### config.mk
export PLATFORM = sky130hd
export DESIGN_NAME = risc_ctrl_fsm
export DESIGN_NICKNAME = d
export VERILOG_FILES = /design/src/rtl/risc_pkg.sv /design/src/rtl/regfile4x8.sv /design/src/rtl/risc_ctrl_fsm.sv
export SDC_FILE = /design/constraint.sdc
export NUM_CORES = 1
export LEC_CHECK = 0
export CORE_ASPECT_RATIO = 1.25
export CORE_MARGIN = 4
export CORE_UTILIZATION = 52
export CTS_CLUSTER_SIZE = 28
export DETAILED_ROUTE_END_ITERATION = 8
export PLACE_DENSITY = 0.82
export SLEW_MARGIN = 10
export SYNTH_ARGS = -nofsm -noshare
export SYNTH_HDL_FRONTEND = slang
export SYNTH_SLANG_ARGS = --single-unit
### constraint.sdc
create_clock -name clk -period 2.9 [get_ports clk]
set_clock_uncertainty 0.15 [all_clocks]
set_input_delay 0.58 -clock clk [delete_from_list [all_inputs] [get_ports clk]]
set_output_delay 0.58 -clock clk [all_outputs]
set_load 0.01 [all_outputs]
### src/rtl/risc_pkg.sv
// risc_pkg: opcodes, ALU encodings, control states and instruction field positions for the 8-bit RISC core
package risc_pkg;
  localparam logic [3:0] OP_ADD  = 4'h0;
  localparam logic [3:0] OP_SUB  = 4'h1;
  localparam logic [3:0] OP_AND  = 4'h2;
  localparam logic [3:0] OP_OR   = 4'h3;
  localparam logic [3:0] OP_NOT  = 4'h4;
  localparam logic [3:0] OP_ADDI = 4'h5;
  localparam logic [3:0] OP_LDI  = 4'h6;
  localparam logic [3:0] OP_BEQZ = 4'h7;
  localparam logic [3:0] OP_HALT = 4'hF;
  localparam logic [2:0] ALU_ADD = 3'b000;
  localparam logic [2:0] ALU_SUB = 3'b001;
  localparam logic [2:0] ALU_AND = 3'b010;
  localparam logic [2:0] ALU_OR  = 3'b011;
  localparam logic [2:0] ALU_NOT = 3'b100;
  localparam int OP_HI = 15;
  localparam int OP_LO = 12;
  localparam int RD_HI = 11;
  localparam int RD_LO = 10;
  localparam int RS_HI = 9;
  localparam int RS_LO = 8;
  localparam int IMM_HI = 7;
  localparam int IMM_LO = 0;
  typedef enum logic [1:0] {S_FETCH, S_DECODE, S_EXECUTE, S_HALT} state_t;
endpackage

### src/rtl/regfile4x8.sv
// regfile4x8: four 8-bit registers, two operand read ports, one debug read port, one synchronous write port
module regfile4x8 (
  input  logic       clk,
  input  logic       reset,
  input  logic       we,
  input  logic [1:0] waddr,
  input  logic [7:0] wdata,
  input  logic [1:0] raddr_a,
  input  logic [1:0] raddr_b,
  input  logic [1:0] dbg_sel,
  output logic [7:0] rdata_a,
  output logic [7:0] rdata_b,
  output logic [7:0] dbg_data
);
  logic [7:0] r [4];
  always_ff @(posedge clk or posedge reset)
    if (reset) r <= '{default: 8'h00};
    else if (we) r[waddr] <= wdata;
  assign rdata_a  = r[raddr_a];
  assign rdata_b  = r[raddr_b];
  assign dbg_data = r[dbg_sel];
endmodule

### src/rtl/risc_ctrl_fsm.sv
// risc_ctrl_fsm: multicycle fetch/decode/execute control unit driving an external combinational ALU.
// RISC_CTRL_BRANCH_EN turns opcode 0x7 into BEQZ; otherwise 0x7 is illegal.
module risc_ctrl_fsm
  import risc_pkg::*;
#(
  parameter int PC_W = 8
) (
  input  logic            clk,
  input  logic            reset,
  output logic            imem_req,
  output logic [PC_W-1:0] imem_addr,
  input  logic            imem_ack,
  input  logic [15:0]     imem_rdata,
  output logic [2:0]      alu_control,
  output logic [7:0]      alu_a,
  output logic [7:0]      alu_b,
  input  logic [7:0]      alu_result,
  input  logic [1:0]      dbg_sel,
  output logic [7:0]      dbg_data,
  output logic            halted,
  output logic            illegal
);
  state_t state, state_nx;
  logic [15:0] ir;
  logic [PC_W-1:0] pc;
  logic [3:0] op;
  logic [1:0] rd, rs;
  logic [7:0] imm, rd_val, rs_val, a_nx, b_nx;
  logic [2:0] ctl_nx;
  logic op_alu, op_br, dec_alu;
  assign op  = ir[OP_HI:OP_LO];
  assign rd  = ir[RD_HI:RD_LO];
  assign rs  = ir[RS_HI:RS_LO];
  assign imm = ir[IMM_HI:IMM_LO];
  assign op_alu = op <= OP_LDI;
`ifdef RISC_CTRL_BRANCH_EN
  assign op_br = op == OP_BEQZ;
`else
  assign op_br = 1'b0;
`endif
  assign dec_alu   = state == S_DECODE && op_alu;
  assign imem_req  = state == S_FETCH;
  assign imem_addr = pc;
  assign halted    = state == S_HALT;
  regfile4x8 u_rf (
    .clk(clk), .reset(reset), .we(state == S_EXECUTE), .waddr(rd), .wdata(alu_result),
    .raddr_a(rd), .raddr_b(rs), .dbg_sel(dbg_sel),
    .rdata_a(rd_val), .rdata_b(rs_val), .dbg_data(dbg_data)
  );
  always_ff @(posedge clk or posedge reset)
    if (reset) state <= S_FETCH;
    else state <= state_nx;
  always_comb begin
    state_nx = state;
    state_nx = state == S_FETCH   ? (imem_ack ? S_DECODE : S_FETCH) :
               state == S_DECODE  ? (op_alu ? S_EXECUTE : op == OP_HALT ? S_HALT : S_FETCH) :
               state == S_EXECUTE ? S_FETCH : S_HALT;
    ctl_nx = op == OP_SUB ? ALU_SUB : op == OP_AND ? ALU_AND : op == OP_OR ? ALU_OR :
             op == OP_NOT ? ALU_NOT : ALU_ADD;
    a_nx = op == OP_LDI ? 8'h00 : rd_val;
    b_nx = op == OP_NOT ? 8'h00 : (op == OP_ADDI || op == OP_LDI) ? imm : rs_val;
  end
  // ALU drive registers are loaded only on the DECODE->EXECUTE edge, so they read zero elsewhere
  always_ff @(posedge clk or posedge reset)
    if (reset) begin
      ir          <= '0;
      pc          <= '0;
      alu_control <= ALU_ADD;
      alu_a       <= '0;
      alu_b       <= '0;
      illegal     <= 1'b0;
    end else begin
      if (state == S_FETCH && imem_ack) begin
        ir <= imem_rdata;
        pc <= pc + PC_W'(1);
      end
      if (state == S_DECODE && op_br && rs_val == 8'h00) pc <= PC_W'(imm);
      if (state == S_DECODE && !op_alu && !op_br && op != OP_HALT) illegal <= 1'b1;
      alu_control <= dec_alu ? ctl_nx : ALU_ADD;
      alu_a       <= dec_alu ? a_nx : 8'h00;
      alu_b       <= dec_alu ? b_nx : 8'h00;
    end
endmodule

Word-level counts from Yosys, hierarchy flattened
Cells that the tools add are included.

cells by class
  add/sub/neg operators = 1
  $lt $le $gt $ge = 5
  equality and inequality tests = 11
  muxes and demuxes = 28
  bitwise operators = 3
  reductions and logical operators = 8

operators with widths
  kind                   number
  $mux W8                12
  $bmux W8 S2            3
  $bwmux W32             1
  $demux W8 S2           1
  $mux W3                5
  $eq A4 B3 Y1 const B   3
  $mux W2                5
  $ge A3 B3 Y1 const B   3
  $not A2 Y3             3
  $add A8 B1 Y8 const B  1
  $eq A4 B2 Y1 const B   2
  $logic_and A1 B1 Y1    5
  $eq A2 B2 Y1 const B   2
  $eq A4 B1 Y1 const B   1
  $eq A4 B4 Y1 const B   1
  $le A4 B3 Y1 const B   1
  $ne A4 B4 Y1 const B   1
  $lt A3 B1 Y1 const B   1
  $eq A2 B1 Y1 const B   1
  $logic_not A2 Y1       1
  $logic_not A1 Y1       1
  $logic_or A1 B1 Y1     1
  $mux W1                1

storage, ports and cells
  flip-flop bits (word level) = 78
  input bits = 29
  output and inout port bits = 38

Longest topological paths before layout
  depth in word-level cells = 7
  mapped depth = 4
  mapped depth without buffers = 3

Cells and area by module
From an unflattened synthesis, not the netlist that was laid out.

second synthesis, totals
  cells, all modules = 238
  area total of the unflattened synthesis = 3642.2 um^2

modules (own cells, without submodules)
  module         instances  cells each  area each (um^2)  sequential area each (um^2)
  risc_ctrl_fsm  1          139         1855.5            1151.1
  regfile4x8     1          99          1786.7            800.8

Worst setup path after synthesis
Ideal clock, no wire load.

  path kind = in2out
  from = input port dbg_sel[0]
  to = output port dbg_data[0]
  arrival time = 1368 ps
  data required time = 2170 ps
  setup slack = 802 ps
  cell stages on the path = 2
  path buffers = 1
  cell sequence = buf_2 -> mux4_2

between the ends
  word-level cells in the longest chain between the ends = 4

ends and longest elaborated chain
  item                                         line                 source
  start, declared                              risc_ctrl_fsm.sv:18  input logic [1:0] dbg_sel,
  $not A2 Y3 (not written as such)             regfile4x8.sv:21     assign dbg_data = r[dbg_sel];
  $bmux W8 S2                                  regfile4x8.sv:21
  $mux W8 (not written as such) (2 in series)  regfile4x8.sv:21
  end, declared                                risc_ctrl_fsm.sv:19  output logic [7:0] dbg_data,

Every way passes these cells. The select of a mux whose other input is x is not followed.

Final worst setup path
  from = input port dbg_sel[0]
  to = output port dbg_data[5]

The elaborated chain is that of the path after synthesis.

==> out/qor.csv <==
metric;value;unit
outcome;complete, no violations;
Clock Tree Buf Depth;2;
total grt overflow;0;
per-cell routed wire length;19.1;µm
CTS tree;built;
ANT cells;0;
area post-placement;4390;µm²
pwr/cell area;1040;nW/µm²
share of the synthesized area in the top cell type;53.6;%
simple-gate share of the synthesized area;7.84;%
FFs w/ async S/R, synth;100;%
maximum VDD drop;0.520;mV
Synth-to-Final Area Change;25.1;%
critical path launch point type;primary input;
unrepaired setup endpoints after global routing;no;
CTS buffer count;9;
Mean Syn Cell Area;15.0;µm²
largest net degree at the start of global routing;79;
post-synthesis cell count;242;
placed wire-length estimate;5320;µm
ys flop type;dfrtp_1;
XOR/XNOR share of the synthesized area;2.41;%
DR DRC count;0;
post-route clock period utilization;95.4;%
Slew @ Worst Pin;0.760;ns
Initial Util;54.4;%
Cell Rows;33;
first-pass GRT wire length;12500;µm
leak pwr;1.92;nW
GRT Resource Usage Total;19.2;%
fraction of layout cells with a size suffix above 1;31.6;%
flops & latches, synth;78;
post-synthesis mux area share;29.7;%
Rel. slew slack;49.3;%
FMAX;0.361;GHz
hold_buf cts;0;
first drt pass iteration count;4;
Place WS;-0.0641;ns
Synth cell types;33;
Seq/Total Area, Yosys;53.6;%
Yosys top cell by area;dfrtp_1;
setup bufs post-CTS;0;
largest family of logic cells by synthesized area;multiplexers;
antenna viol nets, final;0;
Synth Area in Adders;0.344;%
DIE AREA;8410;µm²
drt total wl;7630;µm
commonest non-fill, non-tap cell in the layout;dfrtp_1;
CTS HTree Levels;3;
Syn Nets;272;
Synth Area in Compound Gates;3.37;%
Reg2Reg Setup Slack;0.78;ns
clock power share;15.1;%
Layout Nets;339;
switching power total;1.62;mW
DR iter-0 viols;96;
Post-Syn Area;3640;µm²
Hold Fails Final Rpt;0;
Pins Over Slew Limit;0;
clock sinks;78;
Vias;2297;
Sequential Power Share;44.6;%
IO Count;67;
vias in the first global route;2478;
Placer Congestion;0.789;
Post-synth EDFFs;0;
commonest cells after routing, fill and taps aside;dfrtp_1, clkdlybuf4s50_1, mux2_2;
core area;6690;µm²
critical path peak fanout;5;
Via-to-Cell Ratio;5.74;
clk root buf;clkbuf_8;
Util after Layout;68.1;%
Sw Ratio;34.4;%
Reg clk slew, reported paths;0.07;ns
Synthesis Warnings;0;
antenna violations before repair;0;
Final min period;2.77;ns
Die X-Extent;82.8;µm
design area;4550;µm²
post-CTS resize count;8;
Area contributors post-synth;dfrtp_1, mux2_2, mux4_2;
clk_lat worst skew;0.34;ns
Max-Cap Viols;0;
final setup vio count;0;
kind of critical path;primary input to primary output;
CP Capture Type;primary output;
final worst-path setup slack;0.132;ns
Required @ worst endpoint;2.17;ns
Port-buffer cells;66;
Die Ht;102;µm
P_int;3.09;mW
hold crit path type;register to register;
Worst EP arrival;2.04;ns
Tot Pwr;4.71;mW
Comb power frac;40.2;%
==> sequential cells by signal, summed over array words and instances (netlist names) <==
signal,flops
state,2
illegal,1
alu_b,8
alu_a,8
alu_control,3
u_rf.r,32
imem_addr,8
ir,16
==> worst max-delay path, stage by stage <==
cell,delay [ns]
clkdlybuf4s50_1,0.47
buf_4,0.17
mux4_2,0.51
dlygate4sd2_1,0.31
==> synth_stat cells (2+ instances only) <==
cell type,number
xnor2_1,7
and4bb_2,2
inv_1,2
nand3_1,9
a21oi_1,8
buf_2,7
nand2_1,4
nand2b_1,2
buf_1,2
and3_1,12
buf_4,4
clkbuf_1,2
mux4_2,24
nand4_1,4
dfrtp_1,78
o21ai_0,9
mux2_2,48
xor2_1,3
==> power by group through the flow <==
stage	logic, mW	registers [mW]	clock network, mW
6_report	1.90	2.10	0.713
5_1_grt	2.05	2.19	0.774
4_1_cts	1.92	2.10	0.731
3_5_place_dp	1.95	2.13	0
3_3_place_gp	1.90	2.09	0
2_1_floorplan	1.47	1.87	0
==> cell families after synthesis <==
group	after synthesis
buffers and inverters	18
multiplexers	72
flip-flops	78
AO/OA/AOI/OAI	22
adder cells (fa/ha/maj)	1
XOR/XNOR	10
AND/OR/NAND/NOR	41
==> final timing paths <==
path	depth (start not counted)	end	start
max	4	dbg_data[5]	dbg_sel[0]
max in group asynchronous	3	u_rf.r[3]$_DFFE_PP0P_	reset
min reg2reg	1	imem_addr[5]$_DFFE_PP0P_	imem_addr[5]$_DFFE_PP0P_
min	1	imem_addr[5]$_DFFE_PP0P_	imem_addr[5]$_DFFE_PP0P_
max reg2reg	2	u_rf.r[26]$_DFFE_PP0P_	ir[10]$_DFFE_PP0P_
min in group asynchronous	3	ir[5]$_DFFE_PP0P_	reset
==> layer usage <==
| layer | routed length, µm | global-route usage, % |
|---|---|---|
| met1 | 3120 | 23.7 |
| met2 | 4050 | 33.1 |
| met3 | 375 | 4.64 |
| met4 | 89 | 7.42 |
| met5 | 0 | 0 |
==> through the flow <==
step                      instances  hold WS [ns]  setup TNS, ns
after floorplan                 242         0.330              0
after global placement          385         0.310         -0.422
after detailed placement        385         0.329         -0.332
after CTS                       400         0.345              0
after global routing            400         0.353              0
final                           400         0.339              0
==> final cells by class <==
type,count,area (µm²)
multi-input combinational,146,1590
tap,87,109
timing repair buffer,72,721
clock inverter,4,22.5
inverter,2,7.51
clock buffer,11,151
sequential,78,1950
fill,489,2140
No activity file was read; power rests on OpenSTA's default activity.
